## src/rtl/sr_ctrl_pkg.sv

```systemverilog
// rtl/sr_ctrl_pkg.sv - shared types and constants for the S/R latch sequencer
package sr_ctrl_pkg;

    localparam logic [1:0] SR_OP_NOP    = 2'b00;
    localparam logic [1:0] SR_OP_SET    = 2'b01;
    localparam logic [1:0] SR_OP_RESET  = 2'b10;
    localparam logic [1:0] SR_OP_TOGGLE = 2'b11;

    typedef enum logic [1:0] {
        OP_NOP    = SR_OP_NOP,
        OP_SET    = SR_OP_SET,
        OP_RESET  = SR_OP_RESET,
        OP_TOGGLE = SR_OP_TOGGLE
    } sr_op_e;

    typedef enum logic [1:0] {
        ST_IDLE,
        ST_PULSE,
        ST_GUARD
    } sr_state_e;

    function automatic int unsigned max_u(input int unsigned a, input int unsigned b);
        return (a > b) ? a : b;
    endfunction

endpackage

```

## src/rtl/sr_pulse_timer.sv

```systemverilog
// rtl/sr_pulse_timer.sv - loadable down-counter timing PULSE and GUARD intervals
module sr_pulse_timer #(
    parameter int W = 2
) (
    input  logic         clk,
    input  logic         reset,
    input  logic         load,
    input  logic [W-1:0] load_val,
    output logic         done
);

    logic [W-1:0] count_q;
    logic [W-1:0] count_d;

    // done marks the last cycle of the loaded interval (count reaches 1)
    always_comb begin
        count_d = count_q;
        if (load) begin
            count_d = load_val;
        end else if (count_q != '0) begin
            count_d = count_q - 1'b1;
        end
    end

    always_ff @(posedge clk) begin
        if (reset) begin
            count_q <= '0;
        end else begin
            count_q <= count_d;
        end
    end

    assign done = (count_q == W'(1));

endmodule

```

## src/rtl/sr_latch_sequencer.sv

```systemverilog
// rtl/sr_latch_sequencer.sv - one-at-a-time S/R pulse sequencer with shadow latch state
module sr_latch_sequencer
    import sr_ctrl_pkg::*;
#(
    parameter int N            = 8,
    parameter int PULSE_CYCLES = 2,
    parameter int GUARD_CYCLES = 1,
    localparam int IDX_W       = (N > 1) ? $clog2(N) : 1
) (
    input  logic             clk,
    input  logic             reset,
    input  logic             cmd_valid,
    output logic             cmd_ready,
    input  logic [1:0]       cmd_op,
    input  logic [IDX_W-1:0] cmd_idx,
    output logic [N-1:0]     s_out,
    output logic [N-1:0]     r_out,
    output logic [N-1:0]     shadow_q,
    output logic             busy,
    output logic             err_idx
);

    localparam int CNT_W = $clog2(max_u(PULSE_CYCLES, GUARD_CYCLES) + 1);
    localparam logic [CNT_W-1:0] PULSE_LD = CNT_W'(PULSE_CYCLES);
    localparam logic [CNT_W-1:0] GUARD_LD = CNT_W'(GUARD_CYCLES);
    localparam logic [IDX_W:0]   N_LIM    = (IDX_W + 1)'(N);

    sr_state_e        state_q, state_d;
    logic [IDX_W-1:0] idx_q, idx_d;
    logic             set_q, set_d;
    logic [N-1:0]     s_q, s_d;
    logic [N-1:0]     r_q, r_d;
    logic [N-1:0]     shadow_d;
    logic             err_q, err_d;

    logic             tmr_load;
    logic [CNT_W-1:0] tmr_val;
    logic             tmr_done;

    sr_op_e           op;
    logic             bad_idx;
    logic             to_set;
    logic [N-1:0]     one_hot;

    sr_pulse_timer #(.W(CNT_W)) u_timer (
        .clk      (clk),
        .reset    (reset),
        .load     (tmr_load),
        .load_val (tmr_val),
        .done     (tmr_done)
    );

    // TOGGLE is resolved against the shadow at accept time, so the pulse is always a plain S or R
    always_comb begin
        op      = sr_op_e'(cmd_op);
        bad_idx = ({1'b0, cmd_idx} >= N_LIM);
        to_set  = (op == OP_SET) || ((op == OP_TOGGLE) && !shadow_q[cmd_idx]);
        one_hot = '0;
        one_hot[cmd_idx] = 1'b1;
    end

    always_comb begin
        state_d  = state_q;
        idx_d    = idx_q;
        set_d    = set_q;
        s_d      = s_q;
        r_d      = r_q;
        shadow_d = shadow_q;
        err_d    = 1'b0;
        tmr_load = 1'b0;
        tmr_val  = '0;
        unique case (state_q)
            ST_IDLE: begin
                if (cmd_valid) begin
                    if (bad_idx) begin
                        err_d = 1'b1;
                    end else if (op != OP_NOP) begin
                        state_d  = ST_PULSE;
                        idx_d    = cmd_idx;
                        set_d    = to_set;
                        s_d      = to_set ? one_hot : '0;
                        r_d      = to_set ? '0 : one_hot;
                        tmr_load = 1'b1;
                        tmr_val  = PULSE_LD;
                    end
                end
            end
            ST_PULSE: begin
                if (tmr_done) begin
                    state_d         = ST_GUARD;
                    s_d             = '0;
                    r_d             = '0;
                    shadow_d[idx_q] = set_q;
                    tmr_load        = 1'b1;
                    tmr_val         = GUARD_LD;
                end
            end
            ST_GUARD: begin
                if (tmr_done) begin
                    state_d = ST_IDLE;
                end
            end
            default: begin
                state_d = ST_IDLE;
                s_d     = '0;
                r_d     = '0;
            end
        endcase
    end

    always_ff @(posedge clk) begin
        if (reset) begin
            state_q  <= ST_IDLE;
            idx_q    <= '0;
            set_q    <= 1'b0;
            s_q      <= '0;
            r_q      <= '0;
            shadow_q <= '0;
            err_q    <= 1'b0;
        end else begin
            state_q  <= state_d;
            idx_q    <= idx_d;
            set_q    <= set_d;
            s_q      <= s_d;
            r_q      <= r_d;
            shadow_q <= shadow_d;
            err_q    <= err_d;
        end
    end

    assign cmd_ready = (state_q == ST_IDLE);
    assign busy      = (state_q != ST_IDLE);
    assign s_out     = s_q;
    assign r_out     = r_q;
    assign err_idx   = err_q;

endmodule

```

## config.mk

```make
export PLATFORM = sky130hd
export DESIGN_NAME = sr_latch_sequencer
export DESIGN_NICKNAME = d
export VERILOG_FILES = /design/src/rtl/sr_ctrl_pkg.sv /design/src/rtl/sr_pulse_timer.sv /design/src/rtl/sr_latch_sequencer.sv
export SDC_FILE = /design/constraint.sdc
export NUM_CORES = 1
export LEC_CHECK = 0
export CAP_MARGIN = 40
export CELL_PAD_IN_SITES_DETAIL_PLACEMENT = 0
export CELL_PAD_IN_SITES_GLOBAL_PLACEMENT = 2
export CORE_ASPECT_RATIO = 1.25
export CORE_MARGIN = 8
export CORE_UTILIZATION = 27
export CTS_CLUSTER_SIZE = 25
export DETAILED_ROUTE_END_ITERATION = 6
export GPL_ROUTABILITY_DRIVEN = 1
export HOLD_SLACK_MARGIN = 0.05
export PLACE_DENSITY_LB_ADDON = 0.15
export SYNTH_ARGS = -nofsm -noshare
export SYNTH_HDL_FRONTEND = slang
export SYNTH_HIERARCHICAL = 1
export SYNTH_SLANG_ARGS = --single-unit
```

## constraint.sdc

```tcl
create_clock -name clk -period 1.6 [get_ports clk]
set_input_delay 0.32 -clock clk [delete_from_list [all_inputs] [get_ports clk]]
set_output_delay 0.32 -clock clk [all_outputs]
set_load 0.03 [all_outputs]
```

==> results of run 1 <==
worst min-delay path by stage:
stage	from	end	slack, ns
6_report	r_out[4]	r_out[4]	0.46
2_1_floorplan	reset	u_timer/count_q[1]	0.41
4_1_cts	r_out[4]	r_out[4]	0.46
3_5_place_dp	r_out[4]	r_out[4]	0.46
5_1_grt	s_out[6]	s_out[6]	0.50
3_3_place_gp	s_out[6]	s_out[6]	0.45
per-stage QoR:
step	instances	instance area [µm²]	worst slack (ns)	setup TNS (ns)	total power, µW
after floorplan	195	1670	-0.00480	-0.00480	1250
after global routing	346	2540	-0.00954	-0.0110	2350
after global placement	333	2290	-0.409	-7.06	1470
after CTS	342	2430	0.0000320	0	2170
after detailed placement	333	2290	-0.516	-8.14	1490
final	346	2540	0.0357	0	2220
kinds of logic after synthesis:
group / after synthesis / synth area share [%]
buf+inv: 23 / 6.55
flops: 32 / 38.6
simple gates: 82 / 27.6
xor+xnor: 1 / 0.527
other cells: 1 / 0.226
compound gates: 43 / 18.4
fa+ha+maj: 2 / 1.51
mux: 11 / 6.63
final cells by class:
cell class	count	share of cell area [%]
Tap cell	85	4.19
Sequential cell	32	25.4
Timing Repair Buffer	74	24.3
Clock buffer	8	3.55
Multi-Input combinational cell	141	41.5
Inverter	6	1.04
power by group:
group | internal (µW) | total [µW] | leakage (µW) | switching [µW]
Combinational | 328 | 690 | 0.000770 | 363
Clock | 351 | 644 | 0.0000455 | 293
Sequential | 843 | 886 | 0.000260 | 43.5
worst min-delay path: cells and delay by family, from the launching register on:
family,cells,cell delay [ns]
compound gates,1,0.06
simple gates,1,0.05
flops,1,0.31
cells in the mapped netlist, types with 4 or more instances:
cell type and count:
sky130_fd_sc_hd__nor4_1 4, sky130_fd_sc_hd__nand2_1 21, sky130_fd_sc_hd__o41ai_1 4, sky130_fd_sc_hd__nor3_1 4
sky130_fd_sc_hd__inv_1 6, sky130_fd_sc_hd__clkbuf_1 8, sky130_fd_sc_hd__buf_2 6, sky130_fd_sc_hd__a21oi_1 7
sky130_fd_sc_hd__o2111ai_1 6, sky130_fd_sc_hd__dfxtp_1 32, sky130_fd_sc_hd__a31oi_1 7, sky130_fd_sc_hd__nor2_1 11
sky130_fd_sc_hd__nand3_1 6, sky130_fd_sc_hd__o21ai_0 5, sky130_fd_sc_hd__nand3b_1 13, sky130_fd_sc_hd__mux2i_1 11
sky130_fd_sc_hd__or3_1 4
metal layers:
metal  global-route usage (%)  up-vias  part of all wire, %
li1                         -      840                    -
met1                     12.2      812                   41
met2                     20.9       31                   53
met3                     2.77        7                  4.4
met4                     4.27        0                  1.2
met5                        0        -                    0
state kept, by name, summed over array words and instances (netlist names):
signal           count
r_out                8
u_timer/count_q      2
s_out                8
shadow_q             8
set_q                1
state_q              2
idx_q                3
repair_timing:
action,CTS,global route
endpoints found under the setup margin,42,19
resized for setup,41,23
pin swaps,5,7
gates cloned,0,2
setup buffers,1,2
==> results.rst, run 1 <==
.. list-table::
   :header-rows: 1

   * - Metric
     - Value
   * - Number of cells on the critical path
     - 4
   * - Antenna cell count
     - 0
   * - Highest net fanout along the worst path
     - 5
   * - R2r setup slk
     - between 0.03 and 0.04 ns
   * - Via density
     - 4.88
   * - Total Wirelength
     - 5170 µm
   * - Top flip-flop cell by instance count after synthesis
     - sky130_fd_sc_hd__dfxtp_1
   * - Category of the most critical setup path
     - register to register
   * - Worst setup path startpoint
     - state_q[0]
   * - Sequential area share after synthesis
     - roughly two fifths
   * - Root cell of the clock tree
     - sky130_fd_sc_hd__clkbuf_8
   * - Initial antenna violation count
     - 0
   * - Bufs on Longest Clock Path
     - 2
   * - Unrepaired setup endpoints after global routing
     - yes
   * - CTS sink count
     - 32
   * - Post-detailed-placement half-perimeter wirelength
     - 3780 µm
   * - Destination of the critical timing path
     - r_out[0]
   * - Final hold slack
     - 0.460 ns
   * - Register bit count reported by yosys
     - 32
   * - Area of the multi-input gates
     - 1050 µm²
   * - Number of buffers inserted by hold repair at cts
     - 0
   * - Shortest clock period the worst path allows after layout
     - 1.56 ns
   * - First-pass GRT wire length
     - 8260 µm
   * - Category of the worst setup path launch point
     - register
   * - Outcome
     - completed
   * - CTS tree
     - done
   * - Hold Path Depth
     - 2
   * - Number of buffers inserted by port buffering
     - 33
   * - Initial Util
     - 27.5%
   * - Remaining design rule violation count
     - 0
   * - Nets
     - 270
   * - FF-to-FF path depth
     - 4
   * - Critical Path RT
     - 1.80 ns
   * - Most common cell after layout, fill and taps aside
     - sky130_fd_sc_hd__buf_4
   * - Maximum number of pins on one net before global-route repair
     - 15
   * - Routed WL per cell
     - 14.9 µm
   * - Reg area
     - 644 µm²
   * - Critical path's slowest cell
     - sky130_fd_sc_hd__or4_4
   * - Top cells by area, synth
     - sky130_fd_sc_hd__dfxtp_1, sky130_fd_sc_hd__mux2i_1, sky130_fd_sc_hd__nand3b_1, sky130_fd_sc_hd__nand2_1, sky130_fd_sc_hd__o2111ai_1
   * - Die Outline Area
     - 8940 µm²
   * - Reg-to-Reg End
     - r_out[0]
   * - Horizontal die dimension
     - 86.2 µm
   * - Clock tree skew after final layout
     - a little under 0.005 ns
   * - Category of the worst setup path capture point
     - register
   * - Number of nets with antenna violations after detailed routing
     - 0
   * - Area of the core
     - 6050 µm²
   * - Fraction of layout cells with a size suffix above 1
     - a little under a third
   * - Growth of design area from synthesis to finish
     - 52.7%
   * - Critical path's largest stage delay
     - 0.43 ns
   * - Total number of yosys warnings
     - 6
   * - Die height
     - a little over 100 µm
   * - Vias in the first global route
     - 1740
   * - Util after Layout
     - a little over two fifths
   * - 1st-iter DRT viols
     - 117
   * - Clock network latency to the later pin of the worst-skew pair
     - about 0.28 ns
   * - Post-synth EDFFs
     - 0
   * - Proportion of synthesized flip-flops having asynchronous set or reset
     - 0%
   * - Via count
     - 1690
   * - Classification of the worst-slack hold path
     - register to register
   * - VDD IR-drop max
     - 0.422 mV
   * - Count of fill cells added during filler insertion
     - 626
   * - I/O pin count
     - 35
   * - Average footprint of a synthesized cell
     - 8.52 µm²
   * - Iteration count of the initial detailed-routing pass
     - 4
   * - Depth of the CTS H-tree
     - 2
   * - Buffering stage count on the worst path with inverters included
     - 0
   * - Critical path data arrival time
     - 1.77 ns
   * - Commonest cells after routing, fill and taps aside
     - sky130_fd_sc_hd__buf_4, sky130_fd_sc_hd__dfxtp_1, sky130_fd_sc_hd__dlygate4sd2_1, sky130_fd_sc_hd__nand2_1, sky130_fd_sc_hd__nand3b_1
   * - Crit-path cells
     - or2_4, or4_4, or3_1, a31oi_1
   * - Count of final max-slew check failures
     - 0
   * - Max-capacitance violation count
     - 0
   * - Cell area after synthesis
     - approximately 1700 µm²
   * - Number of cells produced by synthesis
     - 195
   * - Area fraction of the dominant cell type after synthesis
     - between 30% and 40%
   * - CTS clock-pin slew for the worst setup and hold paths
     - 0.07 ns
   * - Nets in the synthesized netlist
     - 205
   * - Number of clock buffers inserted by TritonCTS
     - 5
   * - Number of rows created at floorplan
     - 32
   * - Routability congestion estimate
     - 0.828
   * - Global route total overflow
     - 0
   * - Crit-path leading delay family
     - simple AND/OR/NAND/NOR gates
   * - Ratio of final minimum period to clock period
     - 97.8%
   * - Hold Violations, Final
     - 0
   * - Dominant cell type by area after synthesis
     - sky130_fd_sc_hd__dfxtp_1
   * - Setup violations, final
     - 0
   * - Max Freq
     - 639 MHz
   * - Gr usage total
     - 11.5%
   * - Power Density
     - 875 nW/µm²
   * - Critical R2R Launch
     - state_q[0]
   * - Cell leakage power
     - ~0.0011 µW
   * - Count of different cell masters after synthesis
     - 44
No activity file was read; power rests on OpenSTA's default activity.
==> run 2, diff against run 1 <==
--- a/config.mk
+++ b/config.mk
@@ -16,6 +16,7 @@
 export GPL_ROUTABILITY_DRIVEN = 1
 export HOLD_SLACK_MARGIN = 0.05
 export PLACE_DENSITY_LB_ADDON = 0.15
+export SKIP_LAST_GASP = 1
 export SYNTH_ARGS = -nofsm -noshare
 export SYNTH_HDL_FRONTEND = slang
 export SYNTH_HIERARCHICAL = 1
==> results.rst, run 2 (same netlist as run 1, synthesis figures left out) <==
.. list-table::
   :header-rows: 1

   * - Metric
     - Value
   * - Outcome
     - completed
   * - Global route total overflow
     - 0
   * - Critical path data arrival time
     - 1.77 ns
   * - Gr usage total
     - 11.5%
   * - Initial Util
     - approximately 27%
   * - Clock network latency to the later pin of the worst-skew pair
     - roughly 0.28 ns
   * - Ratio of final minimum period to clock period
     - 97.7%
   * - Number of nets with antenna violations after detailed routing
     - 0
   * - Routability congestion estimate
     - 0.828
   * - Total net switching power
     - 699 µW
   * - Bufs on Longest Clock Path
     - 2
   * - Int Power
     - 1510 µW
   * - Crit-path cells
     - or2_4, or4_4, or3_1, a31oi_1
   * - Fraction of layout cells with a size suffix above 1
     - 31.0%
   * - Placed standard-cell area
     - 2290 µm²
   * - Vias in the first global route
     - around 1.7k
   * - Power Density
     - 873 nW/µm²
   * - CTS sink count
     - 32
   * - FF-to-FF path depth
     - 4
   * - Category of the worst setup path capture point
     - register
   * - Critical Path RT
     - 1.81 ns
   * - Commonest cells after routing, fill and taps aside
     - sky130_fd_sc_hd__buf_4, sky130_fd_sc_hd__dfxtp_1, sky130_fd_sc_hd__dlygate4sd2_1, sky130_fd_sc_hd__nand2_1, sky130_fd_sc_hd__nand3b_1
   * - Max Freq
     - 640 MHz
   * - Crit-path leading delay family
     - simple AND/OR/NAND/NOR gates
   * - Number of cells on the critical path
     - 4
   * - Max-capacitance violation count
     - 0
   * - CTS clock-pin slew for the worst setup and hold paths
     - approximately 0.070 ns
   * - Setup violations, final
     - 0
   * - Antenna cell count
     - 0
   * - Maximum number of pins on one net before global-route repair
     - 15
   * - Number of rows created at floorplan
     - 32
   * - Iteration count of the initial detailed-routing pass
     - 4
   * - Classification of the worst-slack hold path
     - register to register
   * - Critical path's slowest cell
     - sky130_fd_sc_hd__or4_4
   * - Most common cell after layout, fill and taps aside
     - sky130_fd_sc_hd__buf_4
   * - Portion of total power attributed to the clock network
     - 29.2%
   * - Initial antenna violation count
     - 0
   * - Via count
     - 1693
   * - Die Outline Area
     - 8940 µm²
   * - Category of the worst setup path launch point
     - register
   * - Post-detailed-placement half-perimeter wirelength
     - between 3000 and 4000 µm
   * - Die height
     - 104 µm
   * - 1st-iter DRT viols
     - about 120
   * - Buffering stage count on the worst path with inverters included
     - 0
   * - Routed WL per cell
     - 14.9 µm
   * - Final hold slack
     - 0.460 ns
   * - Clock tree skew after final layout
     - 0.00440 ns
   * - Number of buffers inserted by port buffering
     - 33
   * - Hold Path Depth
     - 2
   * - Nets
     - 270
   * - Cell area after layout
     - 2530 µm²
   * - First-pass GRT wire length
     - a little over 8000 µm
   * - Remaining design rule violation count
     - 0
   * - Number of clock buffers inserted by TritonCTS
     - 5
   * - Growth of design area from synthesis to finish
     - 52.4%
   * - Horizontal die dimension
     - ~86 µm
   * - Shortest clock period the worst path allows after layout
     - 1.56 ns
   * - Part of the power in registers
     - 40.0%
   * - Highest net fanout along the worst path
     - 5
   * - Share of total power in combinational logic
     - 30.9%
   * - CTS tree
     - done
   * - Switching share of power
     - approximately a third
   * - Cell leakage power
     - between 0.001 and 0.0015 µW
   * - Depth of the CTS H-tree
     - 2
   * - Via density
     - 4.89
   * - Area of the core
     - 6050 µm²
   * - I/O pin count
     - 35
   * - Total Wirelength
     - about 5200 µm
   * - Hold Violations, Final
     - 0
   * - Root cell of the clock tree
     - sky130_fd_sc_hd__clkbuf_8
   * - Unrepaired setup endpoints after global routing
     - yes
   * - Count of final max-slew check failures
     - 0
   * - Critical path's largest stage delay
     - 0.43 ns
   * - Category of the most critical setup path
     - register to register
   * - VDD IR-drop max
     - 0.422 mV
run 2: cell counts in the layout (fill, tap and decap cells not counted):
Identical to the previous run, type by type.
run 2: final cells by class:
class	count	area [µm²]
clock buffer	8	90.1
fill	627	3510
inverter	6	26.3
multi-input combinational	141	1050
sequential	32	643
tap	85	106
timing repair buffer	74	613
run 2: timing repair:
| action | 4_1_cts | 5_1_grt |
|---|---|---|
| resized for setup | 41 | 21 |
| endpoints found under the setup margin | 42 | 19 |
| gates cloned | 0 | 2 |
| hold buffers | 0 | 0 |
| buffers inserted | 1 | 2 |
| pin swaps | 5 | 7 |
run 2: worst paths after layout:
path / end / start / slack [ns]
setup / recovery: r_out[0] / state_q[0] / 0.04
hold / removal: r_out[4] / r_out[4] / 0.46
setup reg to reg: r_out[0] / state_q[0] / 0.04
hold reg to reg: r_out[4] / r_out[4] / 0.46
run 2: routing by layer:
layer  GRT usage (%)  vias to the layer above  share of wire (%)
met1            12.2                      815                 41
met4            4.27                        0                1.2
met3            2.77                        7                4.4
li1                -                      840                  -
met2            20.9                       31                 53
met5               0                        -                  0
run 2: worst min-delay path, cell delays in order, from the launching register on:
cell                      delay [ns]
sky130_fd_sc_hd__dfxtp_1        0.31
sky130_fd_sc_hd__nand2_1        0.05
sky130_fd_sc_hd__a31oi_1        0.06
run 2: power by group through the flow:
stage	sequential [µW]	combinational (µW)	clock, µW
6_report	884	683	645
5_1_grt	891	740	714
4_1_cts	871	616	678
3_5_place_dp	890	605	0
3_3_place_gp	886	581	0
2_1_floorplan	894	356	0
run 2: through the flow:
| step | total power [µW] | setup TNS, ns | instances | setup WS [ns] | util [%] |
|---|---|---|---|---|---|
| after detailed placement | 1490 | -8.14 | 333 | -0.516 | 37.9 |
| final | 2210 | 0 | 346 | 0.0373 | 41.9 |
| after global routing | 2340 | -0.0445 | 346 | -0.0292 | 41.9 |
| after CTS | 2170 | 0 | 342 | 0.0000320 | 40.1 |
| after floorplan | 1250 | -0.00480 | 195 | -0.00480 | - |
| after global placement | 1470 | -7.06 | 333 | -0.409 | 37.9 |
==> run 3, diff against run 2 <==
--- a/config.mk
+++ b/config.mk
@@ -5,6 +5,7 @@
 export SDC_FILE = /design/constraint.sdc
 export NUM_CORES = 1
 export LEC_CHECK = 0
+export ABC_AREA = 0
 export CAP_MARGIN = 40
 export CELL_PAD_IN_SITES_DETAIL_PLACEMENT = 0
 export CELL_PAD_IN_SITES_GLOBAL_PLACEMENT = 2
@@ -16,6 +17,7 @@
 export GPL_ROUTABILITY_DRIVEN = 1
 export HOLD_SLACK_MARGIN = 0.05
 export PLACE_DENSITY_LB_ADDON = 0.15
+export REMOVE_ABC_BUFFERS = 1
 export SKIP_LAST_GASP = 1
 export SYNTH_ARGS = -nofsm -noshare
 export SYNTH_HDL_FRONTEND = slang
==> results.rst, run 3 (same netlist as run 1, synthesis figures left out) <==
.. list-table::
   :header-rows: 1

   * - Metric
     - Value
   * - Outcome
     - completed
   * - Fraction of layout cells with a size suffix above 1
     - 33.2%
   * - Power Density
     - 850 nW/µm²
   * - Highest net fanout along the worst path
     - 7
   * - Bufs on Longest Clock Path
     - 2
   * - Initial antenna violation count
     - 0
   * - Nets
     - 277
   * - Via count
     - 1719
   * - Least setup slack across all paths after layout
     - roughly 0.019 ns
   * - Global route total overflow
     - 0
   * - Classification of the worst-slack hold path
     - register to register
   * - Horizontal die dimension
     - between 80 and 90 µm
   * - Final hold slack
     - 0.464 ns
   * - Shortest clock period the worst path allows after layout
     - 1.58 ns
   * - Area of the core
     - 6050 µm²
   * - Number of rows created at floorplan
     - 32
   * - Category of the worst setup path capture point
     - register
   * - Buffering stage count on the worst path with inverters included
     - 0
   * - Vias in the first global route
     - 1811
   * - Depth of the CTS H-tree
     - 2
   * - Number of buffers inserted by port buffering
     - 33
   * - Max-capacitance violation count
     - 0
   * - Root cell of the clock tree
     - sky130_fd_sc_hd__clkbuf_8
   * - Hold Violations, Final
     - 0
   * - VDD IR-drop max
     - 0.288 mV
   * - Maximum number of pins on one net before global-route repair
     - 18
   * - Cell leakage power
     - around 0.0011 µW
   * - Via density
     - around 5
   * - Critical Path RT
     - 1.81 ns
   * - Max Freq
     - 633 MHz
   * - Number of nets with antenna violations after detailed routing
     - 0
   * - Routability congestion estimate
     - 0.801
   * - Die Outline Area
     - between 8000 and 9000 µm²
   * - Crit-path leading delay family
     - simple AND/OR/NAND/NOR gates
   * - 1st-iter DRT viols
     - 95
   * - Critical path data arrival time
     - 1.79 ns
   * - Setup violations, final
     - 0
   * - Crit-path cells
     - or2_4, or4_4, or3_1, a31oi_1
   * - Critical path's slowest cell
     - sky130_fd_sc_hd__or4_4
   * - Iteration count of the initial detailed-routing pass
     - 4
   * - Number of clock buffers inserted by TritonCTS
     - 5
   * - Initial Util
     - 27.5%
   * - I/O pin count
     - 35
   * - Die height
     - roughly 100 µm
   * - Commonest cells after routing, fill and taps aside
     - sky130_fd_sc_hd__buf_4, sky130_fd_sc_hd__dfxtp_1, sky130_fd_sc_hd__dlygate4sd2_1, sky130_fd_sc_hd__nand2_1, sky130_fd_sc_hd__nand3b_1
   * - Antenna cell count
     - 0
   * - CTS tree
     - done
   * - Post-placement setup slack
     - -0.596 ns
   * - Critical path's largest stage delay
     - roughly 0.42 ns
   * - CTS clock-pin slew for the worst setup and hold paths
     - 0.06 ns
   * - Number of buffers inserted by hold repair at cts
     - 0
   * - First-pass GRT wire length
     - 8720 µm
   * - Category of the most critical setup path
     - register to register
   * - Clock tree skew after final layout
     - 0.00325 ns
   * - Category of the worst setup path launch point
     - register
   * - Gr usage total
     - 12.4%
   * - Total Wirelength
     - 5540 µm
   * - Remaining design rule violation count
     - 0
   * - Count of final max-slew check failures
     - 0
   * - Clock network latency to the later pin of the worst-skew pair
     - about 0.28 ns
   * - Most common cell after layout, fill and taps aside
     - sky130_fd_sc_hd__buf_4
   * - Ratio of final minimum period to clock period
     - 98.8%
   * - Post-detailed-placement half-perimeter wirelength
     - between 4000 and 5000 µm
   * - Routed WL per cell
     - 15.8 µm
   * - Unrepaired setup endpoints after global routing
     - yes
   * - CTS sink count
     - 32
   * - Growth of design area from synthesis to finish
     - 52.9%
run 3: cell count changes in the layout (fill, tap and decap cells not counted), sizes merged:
| cell | previous run | this run |
|---|---|---|
| clkbuf | 8 | 6 |
| buf | 43 | 50 |
| dlygate4sd2 | 27 | 29 |
| inv | 5 | 6 |
| or2 | 5 | 4 |
| o21a | 2 | 3 |
| clkinvlp | 1 | 0 |
| clkdlybuf4s50 | 2 | 1 |
| dlymetal6s2s | 2 | 0 |
run 3: repair_timing:
item	in CTS	in global routing
pin swaps	1	9
gates cloned	0	2
resized for setup	40	29
endpoints found under the setup margin	42	23
setup buffers	1	5
run 3: metal layers:
metal	global-route usage [%]	vias up	wire (µm)	share of wire, %
li1	-	853	-	-
met1	12.8	811	2210	40
met2	22.2	43	2880	52
met3	3.72	12	316	5.7
met4	5.03	0	138	2.5
met5	0	-	0	0
run 3: final cells by class:
type	instances	area (µm²)
sequential	32	647
fill	638	3510
multi-input combinational	141	1040
clock buffer	5	68.8
tap	85	106
inverter	6	25.0
timing repair buffer	81	657
run 3: worst min-delay path, stage by stage (launching register included):
cell	delay (ns)
sky130_fd_sc_hd__dfxtp_1	0.31
sky130_fd_sc_hd__nand2_1	0.05
sky130_fd_sc_hd__a31oi_1	0.06
run 3: power by group:
part | switching (µW) | internal, µW | leakage (µW)
registers | 44.1 | 842 | 0.000261
clock network | 275 | 280 | 0.0000359
logic | 380 | 337 | 0.000775
run 3: final timing paths:
kind	start	to	slack, ns	cells past startpoint
max	state_q[1]	r_out[0]	0.02	4
min	r_out[1]	r_out[1]	0.46	2
max reg2reg	state_q[1]	r_out[0]	0.02	4
min reg2reg	r_out[1]	r_out[1]	0.46	2
run 3: stage by stage:
stage                     power (µW)  util (%)  setup TNS (ns)  area [µm²]  instances
after floorplan                 1190         -           -1.53        1580        178
after global placement          1480      38.3           -8.47        2310        337
after detailed placement        1510      38.3           -9.25        2310        337
after CTS                       2080      39.3        -0.00123        2380        343
after global routing            2280      42.0          -0.364        2540        350
final                           2160      42.0               0        2540        350
